[config.mk]
export PLATFORM = sky130hd
export DESIGN_NAME = weighted_pulse_gen
export DESIGN_NICKNAME = d
export VERILOG_FILES = /design/src/rtl/weighted_pulse_gen.sv
export SDC_FILE = /design/constraint.sdc
export NUM_CORES = 1
export LEC_CHECK = 0
export ABC_CLOCK_PERIOD_IN_PS = 2470
export CAP_MARGIN = 20
export CORE_ASPECT_RATIO = 0.7
export CORE_MARGIN = 4
export CORE_UTILIZATION = 35
export CTS_CLUSTER_SIZE = 28
export DETAILED_ROUTE_END_ITERATION = 8
export PLACE_DENSITY = 0.5
export SYNTH_ARGS = -nofsm -noshare
export SYNTH_HDL_FRONTEND = slang
export SYNTH_SLANG_ARGS = --single-unit
[constraint.sdc]
create_clock -name sysclk -period 2.47 [get_ports sysclk]
set_clock_uncertainty 0.15 [all_clocks]
set_input_delay 0.3705 -clock sysclk [delete_from_list [all_inputs] [get_ports sysclk]]
set_output_delay 0.3705 -clock sysclk [all_outputs]
set_load 0.1 [all_outputs]
[src/rtl/weighted_pulse_gen.sv]
// weighted_pulse_gen: switch-weighted pulse-width generator.
// A write request latches the (saturated) sum of the weights of the active
// switches; `out` then stays high for exactly that many prescaler ticks.
// Optional build macro: WPG_ABORT_EN adds an `abort` input that cancels a
// pending or running pulse.
module weighted_pulse_gen #(
  parameter int                             NUM_SW   = 4,
  parameter int                             WEIGHT_W = 8,
  parameter logic [NUM_SW*WEIGHT_W-1:0]     WEIGHTS  = {8'd43, 8'd76, 8'd109, 8'd120},
  parameter int                             CNT_W    = 9,
  parameter int                             TICK_DIV = 5207
) (
  input  logic              sysclk,
  input  logic              rst,
  input  logic              write,
  input  logic [NUM_SW-1:0] sw,
`ifdef WPG_ABORT_EN
  input  logic              abort,
`endif
  output logic              out,
  output logic              out_q,
  output logic              busy,
  output logic              done,
  output logic              tick
);

  // Sum is formed with enough headroom that it can never wrap before saturation.
  localparam int                 SUM_W      = CNT_W + $clog2(NUM_SW);
  localparam int                 PRESC_W    = $clog2(TICK_DIV);
  localparam logic [PRESC_W-1:0] PRESC_LAST = PRESC_W'(TICK_DIV - 1);
  localparam logic [SUM_W-1:0]   SAT_MAX    = SUM_W'((64'd1 << CNT_W) - 64'd1);

  typedef enum logic [1:0] {S_IDLE, S_ARMED, S_PULSE, S_DONE} state_t;

  state_t             state_reg;
  state_t             state_next;
  logic [PRESC_W-1:0] presc_reg;
  logic [CNT_W-1:0]   total_reg;
  logic [CNT_W-1:0]   count_reg;
  logic               done_reg;
  logic               out_q_reg;
  logic [SUM_W-1:0]   gated_w [NUM_SW];
  logic [SUM_W-1:0]   raw_sum;
  logic [CNT_W-1:0]   sum_total;
  logic               abort_hit;

`ifdef WPG_ABORT_EN
  assign abort_hit = abort;
`else
  assign abort_hit = 1'b0;
`endif

  // Each switch contributes its weight only when it is on.
  generate
    for (genvar gi = 0; gi < NUM_SW; gi++) begin : g_weight
      assign gated_w[gi] = sw[gi] ? SUM_W'(WEIGHTS[gi*WEIGHT_W +: WEIGHT_W]) : '0;
    end
  endgenerate

  // Add the active weights and clamp the result to the counter range.
  always_comb begin
    raw_sum = '0;
    for (int i = 0; i < NUM_SW; i++) begin
      raw_sum = raw_sum + gated_w[i];
    end
    sum_total = (raw_sum > SAT_MAX) ? SAT_MAX[CNT_W-1:0] : raw_sum[CNT_W-1:0];
  end

  // Free-running prescaler; wraps after TICK_DIV cycles.
  always_ff @(posedge sysclk or posedge rst) begin
    if (rst) begin
      presc_reg <= '0;
    end else if (presc_reg == PRESC_LAST) begin
      presc_reg <= '0;
    end else begin
      presc_reg <= presc_reg + 1'b1;
    end
  end

  assign tick = (presc_reg == PRESC_LAST);

  // State register.
  always_ff @(posedge sysclk or posedge rst) begin
    if (rst) begin
      state_reg <= S_IDLE;
    end else begin
      state_reg <= state_next;
    end
  end

  // Next-state logic; abort outranks a coincident tick.
  always_comb begin
    state_next = state_reg;
    case (state_reg)
      S_IDLE: begin
        if (write && (sw != '0) && (sum_total != '0)) begin
          state_next = S_ARMED;
        end
      end
      S_ARMED: begin
        if (abort_hit) begin
          state_next = S_DONE;
        end else if (tick) begin
          state_next = S_PULSE;
        end
      end
      S_PULSE: begin
        if (abort_hit) begin
          state_next = S_DONE;
        end else if (tick && (count_reg == total_reg - CNT_W'(1))) begin
          state_next = S_DONE;
        end
      end
      S_DONE: begin
        // Waiting for write to drop is what forces a fresh low->high request.
        if (!write) begin
          state_next = S_IDLE;
        end
      end
      default: state_next = S_IDLE;
    endcase
  end

  // Total/count bookkeeping, done strobe and the tick-delayed copy of out.
  always_ff @(posedge sysclk or posedge rst) begin
    if (rst) begin
      total_reg <= '0;
      count_reg <= '0;
      done_reg  <= 1'b0;
      out_q_reg <= 1'b0;
    end else begin
      done_reg <= ((state_reg == S_ARMED) || (state_reg == S_PULSE)) &&
                  (state_next == S_DONE);
      if (tick) begin
        out_q_reg <= out;
      end
      if ((state_reg != S_DONE) && (state_next == S_DONE)) begin
        total_reg <= '0;
        count_reg <= '0;
      end else if ((state_reg == S_IDLE) && (state_next == S_ARMED)) begin
        total_reg <= sum_total;
        count_reg <= '0;
      end else if ((state_reg == S_PULSE) && tick) begin
        count_reg <= count_reg + 1'b1;
      end
    end
  end

  // Moore outputs straight from the state, so reset clears them at once.
  always_comb begin
    out   = (state_reg == S_PULSE);
    busy  = (state_reg == S_ARMED) || (state_reg == S_PULSE);
    done  = done_reg;
    out_q = out_q_reg;
  end

endmodule
== Word level (Yosys, flattened, before mapping) ==
Index checks and enable logic that the tools add are counted.
Operators by class
  $add $sub $neg: 6
  magnitude comparators: 1
  equality and inequality tests: 8
  multiplexer cells: 16
  reductions and logical operators: 13
Operator list (count)
  9-bit 2-to-1 mux: 6
  7-bit 2-to-1 mux: 3
  13-bit by 1-bit adder with 13-bit output, second input constant: 1
  13-bit equality test, second input constant: 1
  13-bit 2-to-1 mux: 1
  9-bit by 6-bit adder with 10-bit output: 1
  10-bit by 9-bit greater-than comparator with 1-bit output, second input constant: 1
  8-bit by 7-bit adder with 9-bit output: 1
  9-bit by 1-bit adder with 9-bit output, second input constant: 1
  9-bit equality test: 1
  9-bit nonzero test: 1
  9-bit by 1-bit subtractor with 9-bit output, second input constant: 1
  7-bit by 7-bit adder with 8-bit output: 1
  2-bit 2-to-1 mux: 4
  2-bit one-hot mux with 4 select lines: 1
  1-bit logical AND: 7
  2-bit equality test, second input constant: 3
  6-bit 2-to-1 mux: 1
  2-bit by 1-bit equality test with 1-bit output, second input constant: 2
  4-bit nonzero test: 1
  3-bit nonzero test: 1
  2-bit logical NOT: 1
  2-bit != test, second input constant: 1
  2-bit nonzero test: 1
  1-bit logical OR: 1
Storage, ports and cells
  register bits: 35
  input bits: 7
  output and inout port bits: 5
  word-level logic and storage cells: 50

== Depth between registers and ports, before layout ==
  word-level depth: 14
  gate-level depth with buffers: 14
  depth with buffers taken out: 12

== Worst setup path after synthesis ==
Ideal clock, no wire load.
  path kind: input port to flip-flop
  start: input port sw[0]
  end: register total_reg[2]
  library setup time: 119 ps
  arrival: 3127 ps
  data required time: 2201 ps
  slack: -926 ps
  stages on the path: 13
  buffers on the path: 2
  cells stage by stage: fa_1 > inv_1 > fa_1 > inv_1 > ha_1 > xnor2_1 > and3_1 > a21oi_1 > o21a_1 > buf_2 > clkbuf_1 > mux2i_1 > nor2_2
Between the ends
  word-level cells in the longest chain between the ends: 13
  elaborated cells on any way between the ends: 19
  those cells by class: add/sub (3); order compare (1); eq/ne (2); mux (6); reduce/logical (7)
RTL lines
  start: declaration: RTL line 16  | input logic [NUM_SW-1:0] sw,
  7-bit 2-to-1 mux: RTL line 56  | assign gated_w[gi] = sw[gi] ? SUM_W'(WEIGHTS[gi*WEIGHT_W +: WEIGHT_W]) : '0;
  7-bit by 7-bit adder with 8-bit output: RTL line 64  | raw_sum = raw_sum + gated_w[i];
  8-bit by 7-bit adder with 9-bit output: RTL line 64
  9-bit by 6-bit adder with 10-bit output: RTL line 64
  10-bit by 9-bit greater-than comparator with 1-bit output: RTL line 66  | sum_total = (raw_sum > SAT_MAX) ? SAT_MAX[CNT_W-1:0] : raw_sum[CNT_W-1:0];
  9-bit 2-to-1 mux: RTL line 66
  9-bit nonzero test: RTL line 96  | if (write && (sw != '0) && (sum_total != '0)) begin
  1-bit logical AND: RTL line 96
  2-bit 2-to-1 mux: RTL line 96
  2-bit one-hot mux with 4 select lines: RTL line 94  | case (state_reg)
  2-bit equality test / 2-bit by 1-bit equality test with 1-bit output (equally long branches): RTL line 137, 140
  1-bit logical AND, on equally long branches: RTL line 137, 140
  9-bit 2-to-1 mux / 2-bit nonzero test (equally long branches)
  end signal: assignment: RTL line 141  | total_reg <= sum_total;
  end: declaration: RTL line 38  | logic [CNT_W-1:0] total_reg;
Parallel ways exist; a longest one is shown, timed or not. The select of a mux whose other input is x is not followed.
A chain may end at the register's enable or synchronous reset.

== Final worst setup path ==
  start: input port sw[1]
  end: register count_reg[8]
Between the ends
  word-level cells in the longest chain between the ends: 14
  elaborated cells on any way between the ends: 19
  those cells by class: add/sub (3); order compare (1); eq/ne (2); mux (6); reduce/logical (7)
RTL lines
  7-bit 2-to-1 mux: RTL line 56
  7-bit by 7-bit adder with 8-bit output: RTL line 64
  8-bit by 7-bit adder with 9-bit output: RTL line 64
  9-bit by 6-bit adder with 10-bit output: RTL line 64
  10-bit by 9-bit greater-than comparator with 1-bit output: RTL line 66
  9-bit 2-to-1 mux: RTL line 66
  9-bit nonzero test: RTL line 96
  1-bit logical AND (*): RTL line 96
  2-bit 2-to-1 mux (*): RTL line 96
  2-bit one-hot mux with 4 select lines (*): RTL line 94
  named net state_next[1]: RTL line 36  | state_t state_next;
  2-bit by 1-bit equality test with 1-bit output: RTL line 140  | end else if ((state_reg == S_IDLE) && (state_next == S_ARMED)) begin
  1-bit logical AND: RTL line 140
  9-bit 2-to-1 mux: RTL line 140
  9-bit 2-to-1 mux: RTL line 137  | if ((state_reg != S_DONE) && (state_next == S_DONE)) begin
  end signal: assignment: RTL line 144  | count_reg <= count_reg + 1'b1;
  end: declaration: RTL line 39  | logic [CNT_W-1:0] count_reg;
Mark *: on every way through the listed nets, which the timed path passes. The rest lies on a longest branch.

==> flow_summary.yaml <==
critical_path:
  path_cells: "buf_6 -> fa_1 -> inv_1 -> fa_1 -> inv_2 -> ha_4 -> nor4_4 -> and3_4 -> a21oi_4 -> a21oi_2 -> nand2b_1 -> a21oi_4 -> buf_12 -> buf_12 -> nor3_2"
  crit_arrival_ns: 3.02
  cp_num_cells: 15
  worst_ep_required_time_ns: 2.49
  cp-endpoint: "count_reg[8]"
  timing.rr.start: "presc_reg[0]"
  cp-start-kind: "input pin"
  crit_buf_inv: 5
  slowest_delay_ns: 0.55
  worst_path_dominant_cell_family: "adder cells"
  path_class: "in2reg"
  cp-end-kind: "register"
  reg2regPathDepth: 11
  r2r_slack_ns: -0.04
  slowest_stage: "fa_1"
  r2r-end: "count_reg[8]"
  crit_path_start: "sw[1]"
  cp_max_fo: 5
placed_design:
  hpwl_mm: 3.82
  portBuffers: 11
  dp_slack_ns: -1.14
  place.gp.congestion: 0.777
sta:
  whs_ns: 0.340
  setup_violations: 20
  slew-limit-headroom_pct: 69.9
  max_freq_mhz: 333
  layout_setup_ws_ns: -0.532
  slew_viol_final: 0
  tightest_slew_ns: 0.447
  hold_viol: 0
  timing.final.crit_share_pct: 122
  final.min_clock_period_ns: 3.00
  grt_setup_unrepaired: "true"
cts:
  cts.sinks: 35
  clock_path_buffers: 2
  clk_pin_slew_ns: 0.07
  cts_buffers: 5
  cts-root-buf: "clkbuf_8"
  worstSkewPairLatency_ns: 0.28
  cts_tree: "yes"
  htree_levels: 2
synthesis:
  ys_types: 42
  netlist_instances: 249
  ys_warn_count: 0
  syn_area_um2: 2380
  synth_nets: 279
  synth_seq_area_share_pct: 36.7
  ys_ff_latch: 35
  avgSynthCellArea_um2: 9.57
global_route:
  grt_pass1_wl_mm: 9.70
  grt_pass1_vias: 1848
  grt_overflow: 0
  grt_max_degree: 36
  antenna_found_initial: 0
  track_usage_pct: 14.8
detailed_routing:
  drt_iter0_markers: 119
  viasPerCell: 4.81
  wl_per_cell_um: 14.3
  ant_nets: 0
  wirelength_mm: 5.55
  drt_first_pass_iters: 4
  route.detailed.drc: 0
  vias: 1873
power:
  pwr_density_cell_nw_per_um2: 393
  leakage_nw: 1.40
  peakVddDrop_uv: 195
layout:
  finalNetCount: 329
  largest_reg_flops: 13
  multi_input_area_um2: 1580
  final_core_util_pct: 50.2
  fillCellCount: 604
  seqCellArea_um2: 876
  antennaDiodeCount: 0
  area_delta_synth_final_pct: 35.4
  drive_gt1_share_pct: 31.2
die:
  die_h_um: 77.0
  io_pins: 12
  dieArea_um2: 8220
  fp.coreArea_um2: 6430
  fp-row-count: 24
  start_util_pct: 37.1
  die_w_um: 107
outcome:
  outcome: "complete, but fails checks"
  violations: "negative setup slack"
worst_hold_path:
  hold_class: "in2async"
run:
  max-cap-violations: 0
## stage by stage
stage,cells,power [mW],setup TNS [ns],instance area (um2)
after CTS,393,1.22,-12.89,3190
final,389,1.27,-9.10,3230
after floorplan,249,0.700,-9.77,2430
after detailed placement,374,0.804,-22.48,2860
after global routing,389,1.34,-11.16,3230
after global placement,374,0.810,-22.14,2860
## cell usage after synthesis
library cell	instances	area share (%)
mux2i_1	6	2.5
nor2_2	5	1.3
nor2b_1	2	0.52
o21ai_0	5	1.0
nor4_1	2	0.52
and3_1	8	2.1
and2_2	1	0.32
or2_1	1	0.26
dfrtp_1	35	37
a21o_1	1	0.32
ha_1	20	10
nor4_2	1	0.52
o311ai_0	1	0.37
nor3_2	1	0.42
buf_4	1	0.32
nand3b_1	1	0.32
nand3_1	13	2.7
nor3_1	12	2.5
nand2b_1	3	0.79
nor4b_1	1	0.37
clkbuf_1	4	0.63
a21oi_1	7	1.5
xor2_1	13	4.8
o31ai_1	1	0.32
xnor2_1	20	7.3
fa_1	3	2.5
o211ai_1	1	0.32
inv_1	19	3.0
nand2_1	15	2.4
nor2_1	25	3.9
buf_2	2	0.42
buf_12	1	0.84
a211oi_1	1	0.32
a211oi_2	4	2.1
or3_1	2	0.52
o41ai_1	2	0.74
a21oi_4	1	0.68
o21a_1	1	0.32
and4bb_1	3	1.6
o22ai_1	1	0.26
o211ai_2	1	0.52
and2_1	2	0.52
## cell type report
type	count	share of cell area [%]
clock buffer	6	2.25
sequential	35	27.1
timing repair buffer	51	15.8
tap	91	3.53
inverter	19	2.21
multi-input combinational	187	49.1
## how the worst min path moves through the flow
stage,from,to,cells after the start
2_1_floorplan,presc_reg[8],presc_reg[8],1
3_3_place_gp,presc_reg[11],presc_reg[11],1
3_5_place_dp,presc_reg[11],presc_reg[11],1
4_1_cts,presc_reg[11],presc_reg[11],1
5_1_grt,rst,count_reg[1],3
6_report,rst,count_reg[1],3
## per-layer routing
metal	global-route usage, %	wire length [um]
met1	24.8	3080
met4	3.07	41
met3	3.10	246
met5	0	0
met2	18.6	2180
## cells by family after synthesis
group                      share of synthesized area (%)
AOI/OAI and AO/OA                                   8.77
muxes                                               2.52
and+or+nand+nor                                     21.6
xor gates and xnor gates                            12.1
buffers and inverters                               5.20
adders and majority gates                           13.0
DFF                                                 36.7
## timing repair
item                       CTS  global route
hold buffers                 0             0
resized for setup           33            20
setup buffers               11             2
cloned                       3             0
pin swaps                   18            13
setup endpoints to repair   21            21
## cell usage in the layout, fill, tap and decap left out, types with 3 or more instances in the layout
cell type | Yosys | final
nor2_1 | 25 | 25
clkbuf_8 | 0 | 5
o21ai_0 | 5 | 5
dfrtp_1 | 35 | 35
nor3_1 | 12 | 5
xor2_1 | 13 | 13
a211oi_2 | 4 | 4
nor3_2 | 1 | 7
buf_4 | 1 | 36
and3_1 | 8 | 7
mux2i_1 | 6 | 3
nor2_4 | 0 | 3
inv_1 | 19 | 17
ha_1 | 20 | 14
nand3_1 | 13 | 13
ha_4 | 0 | 4
nand2_1 | 15 | 15
fa_1 | 3 | 3
and4bb_1 | 3 | 3
xnor2_1 | 20 | 19
clkdlybuf4s50_1 | 0 | 3
buf_12 | 1 | 7
a21oi_1 | 7 | 4
## worst min-delay path, stage by stage
cell             delay (ns)
clkdlybuf4s50_1        0.39
inv_1                  0.05
buf_4                  0.39
## report_power, final
part	internal, mW	switching [mW]
logic	0.172	0.144
clock network	0.188	0.192
registers	0.573	0
total	0.933	0.336
Note: power is estimated with default switching activity, not from simulation.
